--- src/rtl/jk_bank_arbiter_pkg.sv ---
// Shared types for the JK bank arbiter: command encodings and FSM state names.
package jk_pkg;

    typedef enum logic [1:0] {
        JK_HOLD = 2'b00,
        JK_RST  = 2'b01,
        JK_SET  = 2'b10,
        JK_TGL  = 2'b11
    } jk_op_t;

    typedef enum logic [1:0] {
        ST_IDLE  = 2'd0,
        ST_APPLY = 2'd1,
        ST_DONE  = 2'd2
    } jk_state_t;

endpackage

--- src/rtl/jk_bank_arbiter_if.sv ---
// Requester-facing bus of the JK bank arbiter; per-requester fields are packed by index.
interface jk_bank_arbiter_if #(
    parameter int NREQ  = 4,
    parameter int WIDTH = 8
);
    logic [NREQ-1:0]             req_valid;
    logic [NREQ-1:0][1:0]        req_op;
    logic [NREQ-1:0][WIDTH-1:0]  req_mask;
    logic [NREQ-1:0]             req_ready;
    logic [$clog2(NREQ)-1:0]     grant_id;
    logic                        busy;
    logic [WIDTH-1:0]            q;
    logic [WIDTH-1:0]            q1;

    modport master (
        output req_valid, req_op, req_mask,
        input  req_ready, grant_id, busy, q, q1
    );

    modport slave (
        input  req_valid, req_op, req_mask,
        output req_ready, grant_id, busy, q, q1
    );
endinterface

--- src/rtl/jk_bank_arbiter_ff.sv ---
// One-bit JK flip-flop with asynchronous active-low reset to q=0.
module jk_flipflop_r
    import jk_pkg::*;
(
    input  logic c,
    input  logic rst_n,
    input  logic j,
    input  logic k,
    output logic q,
    output logic q1
);
    always_ff @(posedge c or negedge rst_n) begin
        if (!rst_n) begin
            q <= 1'b0;
        end else begin
            case (jk_op_t'({j, k}))
                JK_RST:  q <= 1'b0;
                JK_SET:  q <= 1'b1;
                JK_TGL:  q <= ~q;
                default: q <= q;
            endcase
        end
    end

    assign q1 = ~q;
endmodule

--- src/rtl/jk_bank_arbiter.sv ---
// Round-robin arbiter sharing one JK flop bank among NREQ requesters (IDLE->APPLY->DONE).
// Build option JK_PRIO_EN: requester 0 always wins when valid; the rest rotate among themselves.
module jk_bank_arbiter
    import jk_pkg::*;
#(
    parameter int NREQ  = 4,
    parameter int WIDTH = 8
) (
    input  logic              c,
    input  logic              rst_n,
    jk_bank_arbiter_if.slave  bus
);
    localparam int GW = $clog2(NREQ);
    localparam logic [1:0] S_IDLE  = ST_IDLE;
    localparam logic [1:0] S_APPLY = ST_APPLY;
    localparam logic [1:0] S_DONE  = ST_DONE;

    logic [1:0]       state_q, state_d;
    logic [GW-1:0]    rr_q, rr_d;
    logic [GW-1:0]    grant_q, grant_d;
    jk_op_t           op_q, op_d;
    logic [WIDTH-1:0] mask_q, mask_d;

    logic             win_vld;
    logic [GW-1:0]    win_id;
    logic [NREQ-1:0]  cand;

    // Scan from farthest to nearest so the first valid index after rr_q is the last one kept.
    always_comb begin
        int idx;
        idx     = 0;
        cand    = bus.req_valid;
`ifdef JK_PRIO_EN
        cand[0] = 1'b0;
`endif
        win_vld = 1'b0;
        win_id  = '0;
        for (int off = NREQ; off >= 1; off--) begin
            idx = int'(rr_q) + off;
            if (idx >= NREQ) idx = idx - NREQ;
            if (cand[GW'(idx)]) begin
                win_vld = 1'b1;
                win_id  = GW'(idx);
            end
        end
`ifdef JK_PRIO_EN
        if (bus.req_valid[0]) begin
            win_vld = 1'b1;
            win_id  = '0;
        end
`endif
    end

    always_comb begin
        state_d = state_q;
        rr_d    = rr_q;
        grant_d = grant_q;
        op_d    = op_q;
        mask_d  = mask_q;
        case (state_q)
            S_IDLE: begin
                if (win_vld) begin
                    grant_d = win_id;
                    op_d    = jk_op_t'(bus.req_op[win_id]);
                    mask_d  = bus.req_mask[win_id];
                    state_d = S_APPLY;
                end
            end
            S_APPLY: state_d = S_DONE;
            S_DONE: begin
                state_d = S_IDLE;
`ifdef JK_PRIO_EN
                if (grant_q != '0) rr_d = grant_q;
`else
                rr_d = grant_q;
`endif
            end
            default: state_d = S_IDLE;
        endcase
    end

    always_ff @(posedge c or negedge rst_n) begin
        if (!rst_n) begin
            state_q <= S_IDLE;
            rr_q    <= GW'(NREQ - 1);
            grant_q <= '0;
            op_q    <= JK_HOLD;
            mask_q  <= '0;
        end else begin
            state_q <= state_d;
            rr_q    <= rr_d;
            grant_q <= grant_d;
            op_q    <= op_d;
            mask_q  <= mask_d;
        end
    end

    logic             apply;
    logic [WIDTH-1:0] j, k, q_bank, q1_bank;

    assign apply = (state_q == S_APPLY);
    assign j     = apply ? (mask_q & {WIDTH{op_q[1]}}) : '0;
    assign k     = apply ? (mask_q & {WIDTH{op_q[0]}}) : '0;

    for (genvar b = 0; b < WIDTH; b++) begin : g_bit
        jk_flipflop_r u_ff (
            .c     (c),
            .rst_n (rst_n),
            .j     (j[b]),
            .k     (k[b]),
            .q     (q_bank[b]),
            .q1    (q1_bank[b])
        );
    end

    always_comb begin
        bus.req_ready = '0;
        if (state_q == S_DONE) bus.req_ready[grant_q] = 1'b1;
    end

    assign bus.grant_id = grant_q;
    assign bus.busy     = (state_q != S_IDLE);
    assign bus.q        = q_bank;
    assign bus.q1       = q1_bank;
endmodule

--- src/flat_wrapper.sv ---
// flat-port wrapper written by rule: the top's interface ports become plain ports
module jk_bank_arbiter_flat import jk_pkg::*;
#(
    parameter int NREQ  = 4,
    parameter int WIDTH = 8
)
  (c, rst_n, bus_req_valid, bus_req_op, bus_req_mask, bus_req_ready, bus_grant_id, bus_busy, bus_q, bus_q1);
  jk_bank_arbiter_if #(.NREQ(NREQ), .WIDTH(WIDTH)) bus_i ();
  input  logic c;
  input  logic rst_n;
  input wire logic [$bits(bus_i.req_valid)-1:0] bus_req_valid;
  input wire logic [$bits(bus_i.req_op)-1:0] bus_req_op;
  input wire logic [$bits(bus_i.req_mask)-1:0] bus_req_mask;
  output wire logic [$bits(bus_i.req_ready)-1:0] bus_req_ready;
  output wire logic [$bits(bus_i.grant_id)-1:0] bus_grant_id;
  output wire logic [$bits(bus_i.busy)-1:0] bus_busy;
  output wire logic [$bits(bus_i.q)-1:0] bus_q;
  output wire logic [$bits(bus_i.q1)-1:0] bus_q1;
  assign bus_i.req_valid = bus_req_valid;
  assign bus_i.req_op = bus_req_op;
  assign bus_i.req_mask = bus_req_mask;
  assign bus_req_ready = bus_i.req_ready;
  assign bus_grant_id = bus_i.grant_id;
  assign bus_busy = bus_i.busy;
  assign bus_q = bus_i.q;
  assign bus_q1 = bus_i.q1;
  jk_bank_arbiter #(.NREQ(NREQ), .WIDTH(WIDTH)) u_core (.c(c), .rst_n(rst_n), .bus(bus_i));
endmodule
--- config.mk ---
export PLATFORM = sky130hd
export DESIGN_NAME = jk_bank_arbiter_flat
export DESIGN_NICKNAME = d
export VERILOG_FILES = /design/src/rtl/jk_bank_arbiter_pkg.sv /design/src/rtl/jk_bank_arbiter_if.sv /design/src/rtl/jk_bank_arbiter_ff.sv /design/src/rtl/jk_bank_arbiter.sv /design/src/flat_wrapper.sv
export SDC_FILE = /design/constraint.sdc
export NUM_CORES = 1
export LEC_CHECK = 0
export BUFFER_PORTS_ARGS = -buffer_cell sky130_fd_sc_hd__buf_2
export CAP_MARGIN = 40
export CORE_UTILIZATION = 35
export DETAILED_ROUTE_END_ITERATION = 6
export GPL_ROUTABILITY_DRIVEN = 0
export HOLD_SLACK_MARGIN = 0.1
export PLACE_DENSITY = 0.72
export SKIP_CTS_REPAIR_TIMING = 1
export SLEW_MARGIN = 5
export SYNTH_ARGS = -nofsm -noshare
export SYNTH_HDL_FRONTEND = slang
export SYNTH_SLANG_ARGS = --single-unit
--- constraint.sdc ---
create_clock -name c -period 2.4 [get_ports c]
set_input_delay 0.12 -clock c [delete_from_list [all_inputs] [get_ports c]]
set_output_delay 0.12 -clock c [all_outputs]
set_load 0.02 [all_outputs]
==> impl_metrics.yaml, run 1 <==
run_status:
  outcome: "finished, final reports clean"
finish:
  drive_above_1_share_pct: 38.9
  final_nets: 245
  syn2layout_area_growth_pct: 25.0
  design_area_um2: 1750
  diodes: 0
detailed_routing:
  wire_per_inst_um: 12.3
  dr.pass1.iters: 4
  drtIter0Drc: 59
  vias_per_cell: 4.86
  final_antenna_net_count: 0
  wirelength_mm: 3.02
  num_vias: 1195
  drcViolationCount: 0
job:
  maxCapViolations: 0
worst_hold_path:
  hp-class: "in -> reg"
worst_setup_path:
  startpoint: "u_core.rr_q[0]$_DFFE_PN1P_"
  critical_path_required_ns: 2.53
  end_kind: "flop"
  worst-setup-path-type: "reg -> reg"
  reg2regPathDepth: 6
  cp_max_fo: 18
  rr_startpoint: "u_core.rr_q[0]$_DFFE_PN1P_"
  crit_arrival_ns: 2.00
  critPathCapture: "u_core.mask_q[5]$_DFFE_PN0P_"
  reg2reg_to: "u_core.mask_q[5]$_DFFE_PN0P_"
  reg2reg_slack_ns: 0.53
  worstSetupStartpointType: "flop"
timing:
  finalCritPeriodShare_pct: 77.9
  max_freq_mhz: 535
  finalCriticalPeriod_ns: 1.87
  setup_tns_ns: 0
  slew_headroom_pct: 64.6
  setup-violations-final: 0
  skew_ns: 0.00952
  worst_pin_slew_ns: 0.531
  hold_viol_final: 0
  rsz0062_at_grt: "no"
  slew_viol_final: 0
cts:
  numCtsBuffers: 3
  path_clk_slew_ns: 0.09
  cts_tree: "built"
  clock_path_buffers: 2
  clock_latency_ns: 0.27
  htreeDepth: 1
  cts_root_buffer: "clkbuf_8"
  cts_sinks: 24
die:
  core_um2: 3740
  die_h_um: 65.3
  rows: 22
  start_util_pct: 37.4
  fp.dieW_um: 65.3
  dieArea_um2: 4260
  ios: 69
power_and_ir_drop:
  p_leak_nw: 0.928
  finalPower_mw: 2.33
  peakVddDrop_uv: 530
  power_density_nw_per_um2: 1330
synthesis:
  synth-warning-count: 0
  syn_area_um2: 1400
  synthesis.area_per_instance_um2: 9.60
  synth.distinct_cells: 25
  yosysSeqAreaShare_pct: 43.0
  synthCells: 146
  synth_seq_cells: 24
  synth-async-reset-ratio_pct: 100
  synth_edf_count: 0
  syn-num-nets: 192
  ys.flop_type: "dfrtp_1"
placement:
  port_buffers: 68
  dp_hpwl_mm: 2.31
  dpl_cell_area_um2: 1670
global_route:
  track_usage_pct: 15.1
  grt_pass1_wl_mm: 4.93
  grt_max_degree: 25
  gr-total-overflow: 0
  grt_pass1_vias: 1065
  antenna_found_initial: 0
[worst min path at each step]
stage / from / slack, ns / endpoint / cells past startpoint
3_3_place_gp: rst_n / 0.13 / u_core.bus.grant_id[0]$_DFFE_PN0P_ / 1
6_report: bus_req_mask[9] / 0.17 / u_core.mask_q[1]$_DFFE_PN0P_ / 3
3_5_place_dp: rst_n / 0.13 / u_core.bus.grant_id[0]$_DFFE_PN0P_ / 1
5_1_grt: bus_req_mask[4] / 0.17 / u_core.mask_q[4]$_DFFE_PN0P_ / 3
2_1_floorplan: rst_n / -0.18 / u_core.bus.grant_id[0]$_DFFE_PN0P_ / 0
4_1_cts: rst_n / -0.17 / u_core.g_bit[6].u_ff.q$_DFFE_PN0P_ / 1
[cells in the mapped netlist (3+ instances only)]
cell type,instances,area [um2]
inv_1,10,37.5
o221ai_1,11,96.3
a21oi_1,9,45.0
mux2i_1,20,200
a31oi_1,8,50.1
nor2_1,4,15.0
nand2_1,20,75.1
buf_4,16,120
nand2b_1,4,25.0
clkbuf_1,3,11.3
dfrtp_1,22,551
[where the power goes]
group          internal [mW]  switching, mW
Sequential             0.622          0.184
Clock                  0.223          0.131
Combinational          0.476          0.694
[routing by layer]
metal  up-vias  routed length (um)  part of all wire, %  track usage (%)
li1        602                   -                    -                -
met1       540                1340                   44             19.6
met2        48                1460                   48             25.1
met3         5                 187                  6.2             3.13
met4         0                  31                  1.0             4.08
met5         -                   0                    0                0
[critical path: stages, from the launching register on]
cell and delay (ns):
dfstp_2 0.54, nand2b_1 0.13, o21ai_2 0.08, a211oi_4 0.38
buf_12 0.23, mux2i_1 0.24, o221ai_1 0.13
[final cells by class]
class	instances	area [um2]
Timing Repair Buffer	70	370
Clock inverter	1	30.0
Inverter	10	37.5
Clock buffer	3	41.3
Fill cell	372	1990
Sequential cell	24	603
Tap cell	48	60.1
Multi-Input combinational cell	90	609
[flip-flops by register name, summed over array words and instances, names as in the netlist]
register,count
u_core.g_bit.u_ff.q,8
u_core.mask_q,8
u_core.bus.grant_id,2
u_core.op_q,2
u_core.rr_q,2
u_core.state_q,2
[kinds of logic (layout without fill, tap and decap cells)]
| family | after synthesis | in the layout | share of synthesized area (%) |
|---|---|---|---|
| AND/OR/NAND/NOR | 37 | 37 | 12.1 |
| AO/OA/AOI/OAI | 33 | 33 | 16.6 |
| buffers and inverters | 32 | 84 | 14.0 |
| flip-flops | 24 | 24 | 43.0 |
| multiplexers | 20 | 20 | 14.3 |
[metrics by stage]
step | cells | setup WS (ns) | utilization [%] | hold slack (ns)
detailed placement | 241 | 0.522 | 44.6 | 0.126
global route | 246 | 0.402 | 46.8 | 0.172
floorplan | 146 | 0.734 | - | -0.176
CTS | 245 | 0.524 | 46.5 | -0.172
global placement | 241 | 0.597 | 44.6 | 0.127
finish | 246 | 0.531 | 46.8 | 0.170
[placed cells by master, fill, tap and decap left out]
| master | count |
|---|---|
| a211oi_4 | 1 |
| a21o_1 | 1 |
| a21oi_1 | 9 |
| a31oi_1 | 8 |
| and2_0 | 1 |
| and2_1 | 1 |
| and3_1 | 1 |
| buf_12 | 1 |
| buf_2 | 68 |
| bufinv_16 | 1 |
| clkbuf_8 | 3 |
| dfrtp_1 | 22 |
| dfstp_2 | 2 |
| dlygate4sd3_1 | 1 |
| inv_1 | 10 |
| mux2i_1 | 20 |
| nand2_1 | 20 |
| nand2b_1 | 4 |
| nor2_1 | 4 |
| nor2b_1 | 2 |
| nor3_1 | 2 |
| o211ai_1 | 1 |
| o21ai_0 | 1 |
| o21ai_2 | 1 |
| o221ai_1 | 11 |
| or2_1 | 2 |
Note: power is estimated with default switching activity, not from simulation.
==> run 2, diff against run 1 <==
- PLACE_DENSITY: 0.72 -> 0.74
- clock period: 2.4 -> 1.6 ns (I/O delays scaled with it)
==> run 2 against run 1 <==
The run now ends with negative setup slack left. Non-clock buffer count increased by 11. Clock skew is 0.0053 ns lower. Cell area rose by 8.0%. Largest cell class unchanged. Largest power group unchanged. Highest routed layer unchanged.
==> impl_metrics.yaml, run 2 (synthesis gave the netlist of run 1 again) <==
global_route:
  gr-usage-met1_pct: 18.5
  grt_pass1_vias: 1146
  busiest_layer: "met2"
  met3_usage_pct: 4.34
  grt_pass1_wl_mm: 5.11
  grt_use_met2_pct: 27.1
  track_usage_pct: 16.0
  antenna_found_initial: 0
  gr-total-overflow: 0
  grt_max_degree: 25
die:
  ios: 69
  fp.dieW_um: 65.3
  dieArea_um2: 4260
  start_util_pct: 37.4
  rows: 22
  die_h_um: 65.3
  core_um2: 3740
worst_setup_path:
  reg2regPathDepth: 7
  worstSetupStartpointType: "flop"
  crit_family: "flip-flops"
  cp_max_fo: 5
  rr_startpoint: "u_core.rr_q[0]$_DFFE_PN1P_"
  cp_common_cell: "buf_4"
  worst-setup-path-type: "reg -> reg"
  reg2reg_to: "u_core.mask_q[5]$_DFFE_PN0P_"
  critical_path_required_ns: 1.73
  end_kind: "flop"
  max_stage_delay_ns: 0.55
  crit_arrival_ns: 1.92
  reg2reg_slack_ns: -0.18
  path_buf_inv: 2
  crit_chain: "nand2b_4, o21ai_4, a211oi_4, buf_4, buf_4, mux2i_1, o221ai_1"
  slowest_stage: "dfstp_2"
power_and_ir_drop:
  power_frac_clock_pct: 13.9
  power_switching_mw: 1.65
  peakVddDrop_uv: 1110
  power.share.switching_pct: 42.8
  power_density_nw_per_um2: 2040
  internal-power_mw: 2.21
  seq_power_share_pct: 31.3
  comb_power_share_pct: 54.8
  p_leak_nw: 0.988
finish:
  final_common_cell: "buf_2"
  final_util_pct: 50.5
  reg_top3: "u_core.g_bit.u_ff.q (8), u_core.mask_q (8)"
  syn2layout_area_growth_pct: 35.0
  final_cell_mix: "buf_2 (68), dfrtp_1 (22), nand2_1 (20)"
  final_nets: 256
  diodes: 0
  drive_above_1_share_pct: 45.9
timing:
  setup_tns_ns: -1.51
  max_freq_mhz: 561
  setup-violations-final: 10
  fin_ws_ns: -0.184
  finalCriticalPeriod_ns: 1.78
  skew_ns: 0.00422
  rsz0062_at_grt: "yes"
  finalCritPeriodShare_pct: 112
  slew_headroom_pct: 64.3
  worst_pin_slew_ns: 0.536
  slew_viol_final: 0
  whs_ns: 0.106
  hold_viol_final: 0
cts:
  cts_root_buffer: "clkbuf_8"
  cts_sinks: 24
  clock_latency_ns: 0.27
  clock_path_buffers: 2
  path_clk_slew_ns: 0.09
  numCtsBuffers: 3
  cts_tree: "built"
  htreeDepth: 1
worst_hold_path:
  holdPathEnd: "u_core.mask_q[2]$_DFFE_PN0P_"
  whs_path_depth: 3
  hp-class: "in -> reg"
  holdCritStartpoint: "bus_req_mask[26]"
detailed_routing:
  drtIter0Drc: 36
  dr.pass1.iters: 4
  final_antenna_net_count: 0
  drcViolationCount: 0
  wirelength_mm: 3.41
  wire_per_inst_um: 13.3
  vias_per_cell: 4.98
  num_vias: 1279
job:
  maxCapViolations: 0
run_status:
  outcome: "finished with violations"
  violations: "negative setup slack"
placement:
  dp_hpwl_mm: 2.41
  port_buffers: 68
-- run 2: cell count changes in the layout (fill, tap and decap cells not counted) --
cell	change
mux2i_1	-4
buf_8	+2
buf_4	+8
a21oi_1	-1
nand2b_4	+2
buf_12	-1
o21ai_2	-1
mux2i_2	+4
buf_6	+2
a21oi_2	+1
o221ai_1	-1
o221ai_2	+1
nand2b_1	-2
o21ai_4	+1
-- run 2: layout make-up --
class                      count  area, um2
inverter                      10       37.5
sequential                    24        603
clock inverter                 1       30.0
tap                           48       60.1
timing repair buffer          81        463
multi-input combinational     90        657
clock buffer                   3       41.3
fill                         359       1850
-- run 2: worst max-delay path by stage --
stage	slack, ns	from	end	cells past startpoint
after floorplan	-0.03	u_core.rr_q[0]$_DFFE_PN1P_	u_core.mask_q[0]$_DFFE_PN0P_	6
after global routing	-0.24	u_core.rr_q[0]$_DFFE_PN1P_	u_core.mask_q[5]$_DFFE_PN0P_	7
after global placement	-0.10	u_core.rr_q[0]$_DFFE_PN1P_	u_core.mask_q[1]$_DFFE_PN0P_	6
after CTS	-0.16	u_core.rr_q[0]$_DFFE_PN1P_	u_core.op_q[0]$_DFFE_PN0P_	6
final	-0.18	u_core.rr_q[0]$_DFFE_PN1P_	u_core.mask_q[5]$_DFFE_PN0P_	7
after detailed placement	-0.15	u_core.rr_q[0]$_DFFE_PN1P_	u_core.op_q[0]$_DFFE_PN0P_	6
-- run 2: power by group through the flow --
| stage | clock [mW] | sequential [mW] | combinational, mW |
|---|---|---|---|
| 3_3_place_gp | 0 | 1.20 | 1.89 |
| 3_5_place_dp | 0 | 1.21 | 1.92 |
| 2_1_floorplan | 0 | 1.18 | 1.58 |
| 5_1_grt | 0.566 | 1.25 | 2.30 |
| 4_1_cts | 0.542 | 1.20 | 1.93 |
| 6_report | 0.538 | 1.21 | 2.11 |
-- run 2: stage by stage --
step	instances	total power, mW	instance area [um2]	worst slack (ns)
after floorplan	146	2.77	1420	-0.0326
after global placement	248	3.09	1730	-0.104
after detailed placement	248	3.14	1730	-0.145
after CTS	252	3.68	1800	-0.160
after global routing	257	4.12	1890	-0.242
final	257	3.86	1890	-0.184
-- run 2: layer usage --
metal  vias to the layer above  wire length, um
met3                         4              178
met2                        44             1670
met1                       606             1510
li1                        625                -
met5                         -                0
met4                         0               57
-- run 2: tightest hold or removal path, delay by kind of cell --
kind	cells	cell delay (ns)
buffers and inverters	1	0.07
AO/OA/AOI/OAI	1	0.14
multiplexers	1	0.05
==> run 3, diff against run 2 <==
- ABC_AREA: not set -> 1
- PLACE_DENSITY: 0.74 -> 0.7
==> run 3 against run 2 <==
The flow still finishes with violations (negative setup slack). Utilization up 2.3 points. Via count increased by 53%. Worst hold slack got worse by 0.029 ns. Maximum frequency fell by 5.5%. Cell area is 44% higher. Cell count increased by 63%. Count of clock-buffer cells in the layout increased by 1. Register-to-register slack worse by 0.10 ns. Sequential cell count stayed put. Sequential power grew 6%. Critical endpoint is now u_core.op_q[0]$_DFFE_PN0P_. Largest power group unchanged.
==> impl_metrics.yaml, run 3 <==
cts:
  htreeDepth: 1
  cts_tree: "built"
  cts_sinks: 24
  path_clk_slew_ns: 0.08
  cts_root_buffer: "clkbuf_8"
  clock_path_buffers: 2
  clock_latency_ns: 0.26
  numCtsBuffers: 3
timing:
  slew_viol_final: 0
  finalCriticalPeriod_ns: 1.89
  finalCritPeriodShare_pct: 118
  setup-violations-final: 13
  skew_ns: 0.00124
  setup_tns_ns: -3.13
  slew_headroom_pct: 64.7
  hold_viol_final: 0
  rsz0062_at_grt: "yes"
  max_freq_mhz: 530
  fin_ws_ns: -0.287
  worst_pin_slew_ns: 0.530
global_route:
  met3_usage_pct: 0.535
  antenna_found_initial: 0
  grt_pass1_vias: 1582
  grt_pass1_wl_mm: 6.72
  busiest_layer: "met2"
  grt_max_degree: 25
  track_usage_pct: 15.3
  gr-total-overflow: 0
  gr-usage-met1_pct: 20.8
  grt_use_met2_pct: 26.7
synthesis:
  ys.flop_type: "dfrtp_1"
  synth_top_family_by_area: "simple AND/OR/NAND/NOR gates"
  synth-warning-count: 0
  synth_seq_cells: 24
  synthesis.area_per_instance_um2: 7.09
  synth_compound_area_share_pct: 11.1
  syn_area_um2: 1880
  muxShareOfSynthArea_pct: 0
  synth.top_cells.by_count: "nand2_1 (65), inv_1 (54), nand3_1 (35)"
  synthCells: 265
  yosys-top-cells-area: "dfrtp_1 (29%), nand2_1 (13%), inv_1 (11%), nand3_1 (9.3%), buf_4 (6.4%)"
  synth-async-reset-ratio_pct: 100
  syn-num-nets: 311
  yosysMostFrequentCell: "nand2_1"
  yosys.area.top_type_share_pct: 29.3
  synthSimpleGateAreaFrac_pct: 36.0
  synth_top_area_cell: "dfrtp_1"
  synth_edf_count: 0
  synth.distinct_cells: 25
  synthXorXnorAreaFrac_pct: 0
  synth_adder_area_share_pct: 0
  yosysSeqAreaShare_pct: 32.1
finish:
  drive_above_1_share_pct: 51.0
  reg_top3: "u_core.g_bit.u_ff.q (8), u_core.mask_q (8)"
  final_nets: 396
  n_fill_cell: 511
  final_util_pct: 52.8
  final_cell_mix: "buf_2 (68), inv_1 (51), nand2_1 (48)"
  syn2layout_area_growth_pct: 44.5
  diodes: 0
  final_common_cell: "buf_2"
detailed_routing:
  num_vias: 1951
  drcViolationCount: 0
  wire_per_inst_um: 11.4
  vias_per_cell: 4.66
  final_antenna_net_count: 0
  drtIter0Drc: 48
  wirelength_mm: 4.80
  dr.pass1.iters: 4
worst_setup_path:
  worstSetupStartpointType: "flop"
  reg2reg_slack_ns: -0.29
  reg2regPathDepth: 13
  reg2reg_to: "u_core.op_q[0]$_DFFE_PN0P_"
  crit_arrival_ns: 2.05
  end_kind: "flop"
  rr_startpoint: "u_core.rr_q[0]$_DFFE_PN1P_"
  worst-setup-path-type: "reg -> reg"
  critical_path_required_ns: 1.76
  cp_max_fo: 8
die:
  fp.dieW_um: 75.3
  ios: 69
  dieArea_um2: 5670
  core_um2: 5140
  start_util_pct: 36.6
  die_h_um: 75.3
  rows: 26
power_and_ir_drop:
  finalPower_mw: 7.18
  p_leak_nw: 1.53
  power_density_nw_per_um2: 2640
  peakVddDrop_uv: 1400
placement:
  port_buffers: 68
  dp_worst_setup_slack_ns: -0.369
  dp_hpwl_mm: 3.43
worst_hold_path:
  whs_path_depth: 3
  holdPathEnd: "u_core.mask_q[2]$_DFFE_PN0P_"
  hp-class: "in -> reg"
  holdCritStartpoint: "bus_req_mask[10]"
run_status:
  violations: "negative setup slack"
  outcome: "finished with violations"
job:
  maxCapViolations: 0
-- run 3: changes by cell type in the layout (fill, tap and decap cells not counted), moves of 4 or more --
| cell | change |
|---|---|
| inv_1 | +41 |
| nand2_1 | +28 |
| nand2_2 | +26 |
| nand3_2 | +20 |
| nand3_1 | +18 |
| mux2i_1 | -16 |
| buf_4 | +12 |
| o221ai_1 | -10 |
| a31oi_1 | -8 |
| a41oi_1 | +8 |
| nand2_4 | +7 |
| o211ai_2 | +6 |
| mux2i_2 | -4 |
-- run 3: metrics by stage --
stage                     cells  hold slack (ns)  area, um2
after CTS                   406           -0.204       2370
final                       419           0.0773       2720
after floorplan             265           -0.216       1890
after detailed placement    402           0.0824       2320
after global placement      402           0.0850       2320
after global routing        419           0.0931       2720
-- run 3: worst max path at each step --
stage | startpoint | endpoint | slack [ns] | cells past startpoint
6_report | u_core.rr_q[0]$_DFFE_PN1P_ | u_core.op_q[0]$_DFFE_PN0P_ | -0.29 | 13
5_1_grt | u_core.rr_q[0]$_DFFE_PN1P_ | u_core.op_q[0]$_DFFE_PN0P_ | -0.42 | 14
4_1_cts | u_core.rr_q[0]$_DFFE_PN1P_ | u_core.mask_q[1]$_DFFE_PN0P_ | -0.38 | 13
3_5_place_dp | u_core.rr_q[0]$_DFFE_PN1P_ | u_core.mask_q[1]$_DFFE_PN0P_ | -0.37 | 13
3_3_place_gp | u_core.rr_q[0]$_DFFE_PN1P_ | u_core.mask_q[1]$_DFFE_PN0P_ | -0.31 | 13
2_1_floorplan | u_core.rr_q[0]$_DFFE_PN1P_ | u_core.mask_q[0]$_DFFE_PN0P_ | -0.12 | 13
-- run 3: cell families (layout without fill, tap and decap cells) --
kind of cell,count (synthesis),in the layout
compound gates,26,26
simple gates,135,137
flops,24,24
buf+inv,80,162
-- run 3: layout make-up --
| class | count | area (um2) | area share [%] |
|---|---|---|---|
| multi-input combinational | 163 | 1110 | 40.8 |
| timing repair buffer | 100 | 637 | 23.5 |
| sequential | 24 | 603 | 22.2 |
| inverter | 58 | 234 | 8.62 |
| tap | 70 | 87.6 | 3.23 |
| clock buffer | 4 | 45.0 | 1.66 |
-- run 3: critical path, stage by stage, from the launching register on --
cell     delay [ns]
dfstp_2        0.62
buf_6          0.15
o21ai_4        0.07
nand2_2        0.09
nand2_2        0.07
nand2_4        0.09
nand2_4        0.07
nand2_8        0.13
buf_8          0.15
nand3_2        0.09
nand3_2        0.07
nand2_2        0.07
nand2_2        0.06
nand2_1        0.05
-- run 3: metal layers --
layer	wire [um]	vias to the layer above
met5	0	-
met4	108	0
met3	135	11
met2	2540	46
met1	2010	900
li1	-	994
-- run 3: power breakdown --
| group | switching, mW | total, mW | internal [mW] |
|---|---|---|---|
| Combinational | 3.23 | 5.53 | 2.30 |
| Clock | 0.186 | 0.364 | 0.178 |
| Sequential | 0.331 | 1.28 | 0.952 |
| Total | 3.74 | 7.18 | 3.43 |
